File: config.mk
export PLATFORM = sky130hd
export DESIGN_NAME = score_recorder
export DESIGN_NICKNAME = d
export VERILOG_FILES = /design/src/rtl/recorder_pkg.sv /design/src/rtl/note_histogram.sv /design/src/rtl/score_recorder.sv
export SDC_FILE = /design/constraint.sdc
export NUM_CORES = 1
export LEC_CHECK = 0
export ABC_AREA = 1
export BUFFER_PORTS_ARGS = -buffer_cell sky130_fd_sc_hd__buf_2
export CORE_UTILIZATION = 35
export DETAILED_ROUTE_END_ITERATION = 7
export GPL_TIMING_DRIVEN = 1
export MAX_ROUTING_LAYER = met4
export PLACE_DENSITY = 0.48
export SYNTH_ARGS = -nofsm -noshare
export SYNTH_HDL_FRONTEND = slang
export SYNTH_SLANG_ARGS = --single-unit
File: constraint.sdc
create_clock -name clk -period 55.6 [get_ports clk]
set_clock_uncertainty 0.2 [all_clocks]
set_input_delay 11.12 -clock clk [delete_from_list [all_inputs] [get_ports clk]]
set_output_delay 11.12 -clock clk [all_outputs]
set_load 0.02 [all_outputs]
File: src/rtl/recorder_pkg.sv
// recorder_pkg: shared state encoding and defaults for the score recorder
package recorder_pkg;
  typedef enum logic [1:0] {IDLE, RECORD, WRITE, DONE} state_t;
  localparam int SONG_LEN_DEF = 128;
  localparam int HIST_W_DEF = 8;
  localparam logic [3:0] NOTE_REST = 4'd0;
endpackage

File: src/rtl/note_histogram.sv
// note_histogram: 16 saturating per-note bins with lowest-index argmax
module note_histogram
  import recorder_pkg::*;
#(
  parameter int HIST_W = HIST_W_DEF
) (
  input  logic       clk,
  input  logic       reset,
  input  logic       clear,
  input  logic       inc,
  input  logic [3:0] note,
  output logic [3:0] winner
);
  localparam logic [HIST_W-1:0] MAX = '1;
  logic [HIST_W-1:0] r_bin [16];
  logic [HIST_W-1:0] w_next [16];
  logic [HIST_W-1:0] w_best;
  // next bin values include this cycle's sample so the winner covers a closing window's last sample
  always_comb begin
    w_best = '0;
    winner = NOTE_REST;
    for (int i = 0; i < 16; i++) begin
      w_next[i] = r_bin[i] + HIST_W'(inc && note == 4'(i) && r_bin[i] != MAX);
      if (w_next[i] > w_best) begin
        w_best = w_next[i];
        winner = 4'(i);
      end
    end
  end
  // clearing starts a new window that may already hold this cycle's sample
  always_ff @(posedge clk or posedge reset) begin
    if (reset) for (int i = 0; i < 16; i++) r_bin[i] <= '0;
    else for (int i = 0; i < 16; i++) r_bin[i] <= clear ? HIST_W'(inc && note == 4'(i)) : w_next[i];
  end
endmodule

File: src/rtl/score_recorder.sv
// score_recorder: records the dominant detected note per beat and scores it against the score
module score_recorder
  import recorder_pkg::*;
#(
  parameter int SONG_LEN = SONG_LEN_DEF,
  parameter int HIST_W = HIST_W_DEF
) (
  input  logic       clk,
  input  logic       reset,
  input  logic       start,
  input  logic       stop,
  input  logic       beat,
  input  logic [3:0] expected_note,
  input  logic [3:0] note_in,
  input  logic       note_valid,
  output logic       wr_en,
  output logic [6:0] wr_addr,
  output logic [3:0] wr_data,
  output logic [7:0] hits,
  output logic [7:0] misses,
  output logic       last_hit,
  output logic       busy,
  output logic       done
);
  state_t r_state;
  logic r_wr_en, r_last_hit, r_stop_end;
  logic [6:0] r_wr_addr;
  logic [3:0] r_wr_data;
  logic [7:0] r_hits, r_misses;
  logic [3:0] w_winner;
  logic w_go, w_clear, w_inc, w_hit;
  assign w_go = start && (r_state == IDLE || r_state == DONE);
  assign w_clear = w_go || r_state == WRITE;
  assign w_inc = note_valid && (r_state == RECORD || r_state == WRITE);
  assign w_hit = w_winner == expected_note;
  note_histogram #(.HIST_W(HIST_W)) u_hist (
    .clk   (clk),
    .reset (reset),
    .clear (w_clear),
    .inc   (w_inc),
    .note  (note_in),
    .winner(w_winner)
  );
  // take sequencing; the write and its score update land together one cycle after beat/stop
  always_ff @(posedge clk or posedge reset) begin
    if (reset) begin
      r_state <= IDLE;
      r_wr_en <= 1'b0;
      r_wr_addr <= '0;
      r_wr_data <= NOTE_REST;
      r_hits <= '0;
      r_misses <= '0;
      r_last_hit <= 1'b0;
      r_stop_end <= 1'b0;
    end else begin
      r_wr_en <= 1'b0;
      if (w_go) begin
        r_state <= RECORD;
        r_wr_addr <= '0;
        r_hits <= '0;
        r_misses <= '0;
        r_last_hit <= 1'b0;
      end else if (r_state == RECORD && (beat || stop)) begin
        r_state <= WRITE;
        r_wr_en <= 1'b1;
        r_wr_data <= w_winner;
        r_stop_end <= stop;
        r_last_hit <= w_hit;
        r_hits <= r_hits + 8'(w_hit && r_hits != 8'hFF);
        r_misses <= r_misses + 8'(!w_hit && r_misses != 8'hFF);
      end else if (r_state == WRITE) begin
        if (r_stop_end || r_wr_addr == 7'(SONG_LEN - 1)) r_state <= DONE;
        else begin
          r_state <= RECORD;
          r_wr_addr <= r_wr_addr + 7'd1;
        end
      end
    end
  end
  assign wr_en = r_wr_en;
  assign wr_addr = r_wr_addr;
  assign wr_data = r_wr_data;
  assign hits = r_hits;
  assign misses = r_misses;
  assign last_hit = r_last_hit;
  assign busy = r_state == RECORD || r_state == WRITE;
  assign done = r_state == DONE;
endmodule

==> flow_summary.json <==
{
  "status": "finished, final reports clean",
  "synth_ff_type": "dfrtp_1",
  "syn_avg_cell_area_um2": 7.24,
  "final-seq-area_mm2": 0.00400,
  "start_kind": "input pin",
  "fp.dieH_um": 191,
  "fin_crit_sh": 0.616,
  "clockBufferDepth": 2,
  "num_rows": 68,
  "multi_input_area_mm2": 0.00741,
  "via_count": 10710,
  "critPathMostFrequentCell": "nand2_1",
  "finalSetupViolations": 0,
  "n_fill_cell": 3705,
  "synth_cells": 1733,
  "final_hold_viol_count": 0,
  "grt_max_degree": 92,
  "grt_antenna_before_repair": 0,
  "path_clk_slew_ps": 70,
  "placed_cell_area_mm2": 0.0132,
  "cap_violations": 0,
  "cts-htree-levels": 4,
  "num-nets-final": 1928,
  "wl_per_cell_um": 14.0,
  "synth_top_cell_area_share": 0.319,
  "synth_commonest_cells": "nand2_1, inv_1, nor2_1",
  "die_w_um": 191,
  "overflow": 0,
  "tns_ps": 0,
  "cts.sink_count": 160,
  "critPathBufInv": 7,
  "grt_pass1_wl_mm": 52.6,
  "max_freq_mhz": 29.2,
  "tightestPinTransition_ps": 1050,
  "rsz0062_at_grt": "no",
  "yosysWarnings": 0,
  "dpl_worst_slack_ps": 20960,
  "cts_tree": "built",
  "synth_nets": 1894,
  "setup.worst_path.end_class": "register",
  "grt_pass1_vias": 10578,
  "path_class": "in2reg",
  "area_delta_synth_final_pct": 9.69,
  "die_area_mm2": 0.0366,
  "fin_crit_ps": 34250,
  "cp.arrival_ps": 34430,
  "place.gp.congestion": 0.901,
  "drt.antenna.violating_nets": 0,
  "slowest_stage": "nor3_1",
  "synth_area_leaders": "dfrtp_1, ha_1, nand2_1",
  "drive_gt1_frac": 0.0854,
  "relSlewSlack": 0.301,
  "design.core.area_mm2": 0.0349,
  "clock_latency_ps": 450,
  "critPathTopFamily": "simple AND/OR/NAND/NOR gates",
  "clock-root-buffer": "clkbuf_16",
  "drt-pass1-iter-count": 5,
  "crit_required_ps": 55780,
  "cts_buffers": 17,
  "hp-class": "reg2reg",
  "start_util": 0.360,
  "critPathMaxFanout": 21,
  "ys_ff_latch": 160,
  "synthArstFlopShare": 1.00,
  "post-route-drc-count": 0,
  "post_cts_buffers": 0,
  "wl_mm": 31.2,
  "viasPerCell": 4.79,
  "synth_edf_count": 0,
  "ctsHoldBuffers": 0,
  "max_stage_delay_ps": 590,
  "top_level_ports": 45,
  "track_usage": 0.186,
  "drt_iter0_markers": 509,
  "cts_resized": 0,
  "synth_area_leader_cell": "dfrtp_1",
  "utilization": 0.394,
  "slew_viol_final": 0,
  "dp_hpwl_mm": 24.3,
  "portBuffers": 44,
  "synth_area_mm2": 0.0125,
  "synth_seq_area_share": 0.319,
  "design_area_mm2": 0.0138,
  "synth_most_common_cell": "nand2_1",
  "yosysUniqueCellTypes": 47,
  "setup_ws_ps": 21350,
  "diodes": 0
}
## placed cells by master, fill, tap and decap left out, drive strengths merged, types with 2 or more instances in the layout
master,n
nand2,438
clkbuf,17
nor2,218
buf,47
a22o,2
o21bai,9
nand4,41
o21ai,131
xor2,54
nand3,109
xnor2,24
inv,259
ha,147
a31oi,2
clkinvlp,2
nor3,30
nand3b,4
a211oi,10
o221ai,2
and3,3
a221oi,2
clkinv,8
o21a,3
a21oi,47
dfrtp,160
## worst min-delay path: cells and delay by family, from the launching register on
family           cells  cell delay, ps
DFF                  1             360
and+or+nand+nor      2             120
## logic make-up (layout without fill, tap and decap cells)
kind of cell	after synthesis	in the layout	share of synthesized area
AOI/OAI and AO/OA	214	214	0.0945
buffers and inverters	287	334	0.0897
DFF	160	160	0.319
and+or+nand+nor	847	847	0.295
adders and majority gates	147	147	0.147
xor gates and xnor gates	78	78	0.0545
## state kept, by name, indices dropped and copies added, names as in the netlist
| name | flops |
|---|---|
| wr_data | 4 |
| hits | 8 |
| wr_en | 1 |
| u_hist.r_bin | 128 |
| r_state | 2 |
| misses | 8 |
| last_hit | 1 |
| r_stop_end | 1 |
| wr_addr | 7 |
## per-stage QoR
| stage | hold slack (ps) | std cells |
|---|---|---|
| final | 304 | 2235 |
| after global routing | 332 | 2235 |
| after CTS | 314 | 2235 |
| after detailed placement | 290 | 2203 |
| after global placement | 295 | 2203 |
| after floorplan | 305 | 1733 |
## worst paths after layout
kind | start | to | slack, ps | depth (start not counted)
max | note_in[0] | misses[6] | 21350 | 137
min | last_hit | last_hit | 300 | 2
max reg2reg | r_state[0] | misses[6] | 31220 | 139
min reg2reg | last_hit | last_hit | 300 | 2
max in group asynchronous | reset | u_hist.r_bin[45] | 43040 | 3
min in group asynchronous | reset | u_hist.r_bin[118] | 10640 | 2
## layout make-up
class                           instances  share of cell area
Multi-Input combinational cell       1286               0.539
Inverter                              255              0.0701
Tap cell                              455              0.0414
Clock buffer                           17              0.0309
Timing Repair Buffer                   47              0.0176
Sequential cell                       160               0.291
Clock inverter                         15             0.00982
## routing by layer
| layer | routed length, um | share of wire | up-vias | global-route usage |
|---|---|---|---|---|
| met2 | 14300 | 0.46 | 110 | 0.296 |
| li1 | - | - | 5665 | - |
| met5 | 0 | 0 | - | - |
| met3 | 769 | 0.025 | 30 | 0.0290 |
| met4 | 516 | 0.017 | 0 | 0.0522 |
| met1 | 15600 | 0.50 | 4905 | 0.244 |
Power is not shown: default switching activity piles up to over one toggle a cycle in this logic, so the estimate is an artifact.
